--- src/rtl/pic_pkg.sv ---
// Shared types and constants for the 8259-style interrupt scheduler.
package pic_pkg;

  localparam int unsigned NUM_IR = 8;
  localparam int unsigned LVL_W  = 3;

  typedef enum logic [1:0] {
    StIdle,
    StReq,
    StAck1
  } pic_state_e;

  typedef enum logic [1:0] {
    IntaNone   = 2'd0,
    IntaFirst  = 2'd1,
    IntaSecond = 2'd2
  } inta_count_e;

endpackage

--- src/rtl/pic_priority_resolver.sv ---
// Rotating-priority resolver: picks the highest-priority request and checks it against
// the highest in-service level under the current priority base.
module pic_priority_resolver
  import pic_pkg::*;
(
  input  logic [NUM_IR-1:0] req_i,
  input  logic [NUM_IR-1:0] isr_i,
  input  logic [LVL_W-1:0]  pb_i,
  output logic [LVL_W-1:0]  cand_level_o,
  output logic              cand_valid_o,
  output logic [LVL_W-1:0]  isr_level_o,
  output logic              isr_any_o
);

  logic [NUM_IR-1:0] req_rot, isr_rot;
  logic [LVL_W-1:0]  req_idx, isr_idx;

  // Rotated bit j holds level pb+j, so bit 0 is the highest priority.
  always_comb begin
    req_rot = '0;
    isr_rot = '0;
    for (int j = 0; j < NUM_IR; j++) begin
      req_rot[j] = req_i[LVL_W'(LVL_W'(j) + pb_i)];
      isr_rot[j] = isr_i[LVL_W'(LVL_W'(j) + pb_i)];
    end
  end

  always_comb begin
    req_idx = '0;
    isr_idx = '0;
    for (int i = NUM_IR - 1; i >= 0; i--) begin
      if (req_rot[i]) req_idx = LVL_W'(i);
      if (isr_rot[i]) isr_idx = LVL_W'(i);
    end
  end

  assign isr_any_o    = |isr_i;
  assign cand_valid_o = (|req_i) && (!isr_any_o || (req_idx < isr_idx));
  assign cand_level_o = req_idx + pb_i;
  assign isr_level_o  = isr_idx + pb_i;

endmodule

--- src/rtl/pic_priority_scheduler.sv ---
// 8259-style interrupt scheduler: IR capture, fully nested / rotating priority,
// two-pulse INTA sequencing and EOI retirement.
module pic_priority_scheduler
  import pic_pkg::*;
#(
  parameter int unsigned SYNC_STAGES    = 2,
  parameter int unsigned SPURIOUS_LEVEL = 7
) (
  input  logic              CLK,
  input  logic              RST,
  input  logic [NUM_IR-1:0] IR,
  input  logic              LEVEL,
  input  logic [NUM_IR-1:0] interrupt_mask,
  input  logic              R,
  input  logic              AEOI,
  input  logic              INIT,
  input  logic              INTA_ACK,
  input  logic              EOI_CMD,
  input  logic              EOI_SPECIFIC,
  input  logic [LVL_W-1:0]  EOI_LEVEL,
  output logic              INTERNAL_INT,
  output logic [LVL_W-1:0]  IR_NUM,
  output logic [NUM_IR-1:0] IRR,
  output logic [NUM_IR-1:0] ISR,
  output logic [1:0]        INTA_COUNT
);

  localparam logic [LVL_W-1:0] SpurLvl = LVL_W'(SPURIOUS_LEVEL);

  logic [SYNC_STAGES-1:0][NUM_IR-1:0] sync_q, sync_d;
  logic [NUM_IR-1:0] prev_q, prev_d, irr_q, irr_d, isr_q, isr_d;
  logic [LVL_W-1:0]  pb_q, pb_d, ir_num_q, ir_num_d;
  logic              int_q, int_d;
  inta_count_e       cnt_q, cnt_d;
  pic_state_e        state_q, state_d;

  logic [NUM_IR-1:0] synced, isr_eoi;
  logic [LVL_W-1:0]  pb_eoi, isr_top, cand_level;
  logic              isr_any, cand_valid;
  logic [LVL_W-1:0]  unused_cand_lvl, unused_isr_lvl;
  logic              unused_cand_vld, unused_isr_any;

  assign synced = sync_q[SYNC_STAGES-1];

  pic_priority_resolver u_eoi_res (
    .req_i        ('0),
    .isr_i        (isr_q),
    .pb_i         (pb_q),
    .cand_level_o (unused_cand_lvl),
    .cand_valid_o (unused_cand_vld),
    .isr_level_o  (isr_top),
    .isr_any_o    (isr_any)
  );

  // Candidate is judged against the ISR and priority base after any same-cycle EOI.
  pic_priority_resolver u_cand_res (
    .req_i        (irr_q & ~interrupt_mask),
    .isr_i        (isr_eoi),
    .pb_i         (pb_eoi),
    .cand_level_o (cand_level),
    .cand_valid_o (cand_valid),
    .isr_level_o  (unused_isr_lvl),
    .isr_any_o    (unused_isr_any)
  );

  always_comb begin
    isr_eoi = isr_q;
    pb_eoi  = pb_q;
    if (EOI_CMD) begin
      if (EOI_SPECIFIC) begin
        if (isr_q[EOI_LEVEL]) begin
          isr_eoi[EOI_LEVEL] = 1'b0;
          if (R) pb_eoi = EOI_LEVEL + 3'd1;
        end
      end else if (isr_any) begin
        isr_eoi[isr_top] = 1'b0;
        if (R) pb_eoi = isr_top + 3'd1;
      end
    end
  end

  always_comb begin
    sync_d   = {sync_q[SYNC_STAGES-2:0], IR};
    prev_d   = synced;
    irr_d    = LEVEL ? synced : (irr_q | (synced & ~prev_q));
    isr_d    = isr_eoi;
    pb_d     = pb_eoi;
    ir_num_d = ir_num_q;
    int_d    = int_q;
    cnt_d    = cnt_q;
    state_d  = state_q;

    unique case (state_q)
      StIdle: begin
        if (cand_valid) begin
          state_d = StReq;
          int_d   = 1'b1;
          cnt_d   = IntaNone;
        end
      end
      StReq: begin
        if (INTA_ACK) begin
          state_d = StAck1;
          cnt_d   = IntaFirst;
          if (cand_valid) begin
            ir_num_d          = cand_level;
            isr_d[cand_level] = 1'b1;
            irr_d[cand_level] = 1'b0;
          end else begin
            ir_num_d = SpurLvl;
          end
        end
      end
      StAck1: begin
        if (INTA_ACK) begin
          state_d = StIdle;
          cnt_d   = IntaSecond;
          int_d   = 1'b0;
          if (AEOI) begin
            isr_d[ir_num_q] = 1'b0;
            if (R) pb_d = ir_num_q + 3'd1;
          end
        end
      end
      default: state_d = StIdle;
    endcase

    if (INIT) begin
      sync_d   = '0;
      prev_d   = '0;
      irr_d    = '0;
      isr_d    = '0;
      pb_d     = '0;
      ir_num_d = '0;
      int_d    = 1'b0;
      cnt_d    = IntaNone;
      state_d  = StIdle;
    end
  end

  always_ff @(posedge CLK or posedge RST) begin
    if (RST) begin
      sync_q   <= '0;
      prev_q   <= '0;
      irr_q    <= '0;
      isr_q    <= '0;
      pb_q     <= '0;
      ir_num_q <= '0;
      int_q    <= 1'b0;
      cnt_q    <= IntaNone;
      state_q  <= StIdle;
    end else begin
      sync_q   <= sync_d;
      prev_q   <= prev_d;
      irr_q    <= irr_d;
      isr_q    <= isr_d;
      pb_q     <= pb_d;
      ir_num_q <= ir_num_d;
      int_q    <= int_d;
      cnt_q    <= cnt_d;
      state_q  <= state_d;
    end
  end

  assign INTERNAL_INT = int_q;
  assign IR_NUM       = ir_num_q;
  assign IRR          = irr_q;
  assign ISR          = isr_q;
  assign INTA_COUNT   = cnt_q;

endmodule
--- config.mk ---
export PLATFORM = sky130hd
export DESIGN_NAME = pic_priority_scheduler
export DESIGN_NICKNAME = d
export VERILOG_FILES = /design/src/rtl/pic_pkg.sv /design/src/rtl/pic_priority_resolver.sv /design/src/rtl/pic_priority_scheduler.sv
export SDC_FILE = /design/constraint.sdc
export NUM_CORES = 1
export LEC_CHECK = 0
export CAP_MARGIN = 0
export CORE_MARGIN = 2
export CORE_UTILIZATION = 30
export CTS_CLUSTER_SIZE = 8
export DETAILED_ROUTE_END_ITERATION = 12
export PLACE_DENSITY = 0.47
export SLEW_MARGIN = 15
export SYNTH_ARGS = -nofsm -noshare
export SYNTH_HDL_FRONTEND = slang
export SYNTH_HIERARCHICAL = 1
export SYNTH_SLANG_ARGS = --single-unit
--- constraint.sdc ---
create_clock -name CLK -period 10.3 [get_ports CLK]
set_input_delay 3.09 -clock CLK [delete_from_list [all_inputs] [get_ports CLK]]
set_output_delay 3.09 -clock CLK [all_outputs]
set_load 0.02 [all_outputs]
==> tab_implementation.tex <==
\begin{tabular}{lr}
\hline
Metric & Value \\
\hline
\multicolumn{2}{l}{\textbf{Critical path}} \\
Cell depth of the worst flop-to-flop path & 29 \\
Worst Path Class, Setup & in -> reg \\
Req. time, crit path & 10,420 ps \\
Maximum cell stage delay along the critical path & 760 ps \\
Worst path top cell family by delay & compound AO/OA/AOI/OAI gates \\
Critical Path Source Type & primary input \\
Critical Path Slowest Stage Cell & sky130\_fd\_sc\_hd\_\_ha\_1 \\
Total buffers and inverters traversed by the critical path & 3 \\
List of cells traversed by the critical path & clkdlybuf4s50\_1 > mux2\_1 > a22o\_1 > o21ai\_1 > mux2\_1 > nand2\_1 > clkinv\_1 > ha\_1 > buf\_4 > mux2i\_1 > mux4\_2 > or4\_1 > a211o\_1 > o211a\_2 > o211ai\_2 > nand2\_1 > nor3b\_1 > a221oi\_1 \\
WP data arrival & 9230 ps \\
WP depth & 18 \\
Setup crit end kind & flop \\
Critical path fanouts, max & 15 \\
\multicolumn{2}{l}{\textbf{Route}} \\
Number of optimization iterations in the first detailed-route pass & 4 \\
Total via count in the routed design & 3,827 \\
Number of remaining DRC errors & 0 \\
Number of DRC markers after the initial detailed-route iteration & 232 \\
Antenna-violating nets left & 0 \\
DR WL/cell & roughly 18 um \\
Via count normalized by instance count & 5.506 \\
Post-Route WL & 12.54 mm \\
\multicolumn{2}{l}{\textbf{Clocking}} \\
Clock slew seen by the registers of the worst setup and hold paths & $\sim$70 ps \\
TritonCTS clock tree & built \\
Maximum count of clock buffers along a single path & 2 \\
Number of gates resized after cts & 0 \\
Clock Sinks & 51 \\
Maximum level of the CTS H-tree & 2 \\
CTS Buf Count & 5 \\
Root buf cell & sky130\_fd\_sc\_hd\_\_clkbuf\_16 \\
Clock latency at the later pin of the worst-skew pair & 290 ps \\
Postcts setup bufs & 0 \\
Count of hold-fix buffers inserted at cts & 0 \\
\multicolumn{2}{l}{\textbf{STA}} \\
Final period util & 88.46\% \\
Min Clock Period, post-route & 9111 ps \\
Minimum hold slack & 462.2 ps \\
Relative max-transition margin & 36.46\% \\
Setup violators final & 0 \\
Clock skew & around 5.4 ps \\
Number of max-slew violations in the final report & 0 \\
Fmax & 109.8 MHz \\
Final TNS setup & 0 ps \\
Final Hold Violating Endpoints & 0 \\
Unrepaired setup endpoints after global routing & no \\
Slew @ Worst Pin & between 900 and 1000 ps \\
\multicolumn{2}{l}{\textbf{Placed design}} \\
Instance area after placement & 5253 sq um \\
DP HPWL & around 9.1 mm \\
Placer's final routability congestion estimate & 0.8407 \\
Number of I/O port buffers & 49 \\
\multicolumn{2}{l}{\textbf{GRT}} \\
Global-route total usage across every layer & 15.27\% \\
Largest net degree at the start of global routing & 54 \\
First-pass GRT wire length & around 20 mm \\
GR Overflow Total & 0 \\
Antenna violations before repair & 0 \\
Number of global-route vias before repair & 3,782 \\
\multicolumn{2}{l}{\textbf{Final layout}} \\
Area Overhead vs Synth & 16.42\% \\
Fraction of final layout cells sized beyond drive strength 1 & 15.38\% \\
Sequential cell area & about 1300 sq um \\
Area used by multi-input combinational logic & 3120 sq um \\
Post-route cell area & $\sim$5400 sq um \\
Total number of nets in the final design & 551 \\
Antenna fix cells & 0 \\
Number of filler cells placed in the layout & roughly 1,500 \\
\multicolumn{2}{l}{\textbf{Floorplan}} \\
Vertical die dimension & 128.4 um \\
Total die area & between 15,000 and 20,000 sq um \\
Die Span X & approximately 130 um \\
Effective utilization at floorplan & 30.63\% \\
Row Count & 45 \\
Top Ports & 50 \\
Core area & 15,150 sq um \\
\multicolumn{2}{l}{\textbf{Synth}} \\
Syn\_area\_per\_cell & 9.850 sq um \\
Mapped Nets & slightly above 500 \\
Post-synthesis cell count & 471 \\
Count of warnings emitted by yosys & 6 \\
Post-synthesis instance area & 4639 sq um \\
\multicolumn{2}{l}{\textbf{Power and ir drop}} \\
Combinational power share & 29.6\% \\
Total leakage power & between 2 and 2.5 nW \\
Maximum vdd drop & 0.05958 mV \\
Part of the power in the clock network & around 30\% \\
Power density cells & 103.7 nW/um\^{}2 \\
Net switching power figure & 0.1838 mW \\
Portion of total power attributed to sequential cells & approximately two fifths \\
Switching share of total power & between 30\% and 40\% \\
Internal Pwr Total & 0.3762 mW \\
\multicolumn{2}{l}{\textbf{Run}} \\
Count of max-cap constraint violations & 0 \\
\multicolumn{2}{l}{\textbf{Hold path}} \\
Hold path depth & 1 \\
Hold Path Class & reg -> reg \\
\multicolumn{2}{l}{\textbf{Status}} \\
Result of the run & finished clean \\
\hline
\end{tabular}
-- layout make-up --
cell class | count | share of cell area (%)
clock inverter | 3 | 0.4170
clock buffer | 5 | 2.316
inverter | 26 | 1.830
multi-input combinational | 368 | 57.77
timing repair buffer | 54 | 9.683
sequential | 51 | 23.63
tap | 188 | 4.355
-- registers in the layout, summed over array words and instances, names as in the netlist --
signal and cells:
sync_q 8, ISR 8, INTA_COUNT 2, synced 8
IR_NUM 3, prev_q 8, INTERNAL_INT 1, state_q 2
IRR 8, pb_q 3
-- power by group through the flow --
stage	Combinational, mW	Clock [mW]	Sequential [mW]
after global placement	0.165	0	0.229
final	0.166	0.170	0.225
after global routing	0.183	0.184	0.227
after detailed placement	0.166	0	0.229
after floorplan	0.115	0	0.230
after CTS	0.167	0.175	0.225
-- per-layer routing --
metal  global-route usage [%]  vias up  share of wire [%]
met5                        0        -                  0
met4                    2.715        0               0.74
met3                    2.162       11                3.3
met2                    25.91       82                 48
met1                    21.06     1902                 48
li1                         -     1832                  -
-- placed cells by master, fill, tap and decap left out, types with 9 or more instances in the layout --
| cell type | instances |
|---|---|
| sky130_fd_sc_hd__a21oi_1 | 23 |
| sky130_fd_sc_hd__clkdlybuf4s50_1 | 48 |
| sky130_fd_sc_hd__dfrtp_1 | 51 |
| sky130_fd_sc_hd__ha_1 | 16 |
| sky130_fd_sc_hd__inv_1 | 23 |
| sky130_fd_sc_hd__mux2_2 | 23 |
| sky130_fd_sc_hd__mux2i_1 | 27 |
| sky130_fd_sc_hd__mux4_2 | 26 |
| sky130_fd_sc_hd__nand2_1 | 29 |
| sky130_fd_sc_hd__nand2b_1 | 15 |
| sky130_fd_sc_hd__nand3_1 | 11 |
| sky130_fd_sc_hd__nor2_1 | 20 |
| sky130_fd_sc_hd__nor2b_1 | 34 |
| sky130_fd_sc_hd__o21ai_0 | 24 |
| sky130_fd_sc_hd__xnor2_1 | 9 |
-- per-stage QoR --
stage               power [mW]  utilization [%]  setup slack, ps  instances
global route            0.5938            35.66            548.6        695
detailed placement      0.3950            34.68            919.7        687
CTS                     0.5668            35.65             1216        695
floorplan               0.3448                -             1923        471
finish                  0.5600            35.66             1189        695
global placement        0.3942            34.68             1022        687
-- worst paths after layout --
check / startpoint / to / slack (ps)
min in group asynchronous: RST / synced[7] / 3270
worst max-delay path: EOI_LEVEL[0] / IRR[6] / 1190
worst max register to register: pb_q[0] / IRR[6] / 1240
max in group asynchronous: RST / pb_q[0] / 6500
worst min-delay path: sync_q[6] / synced[6] / 460
worst min register to register: sync_q[6] / synced[6] / 460
Note: power is estimated with default switching activity, not from simulation.
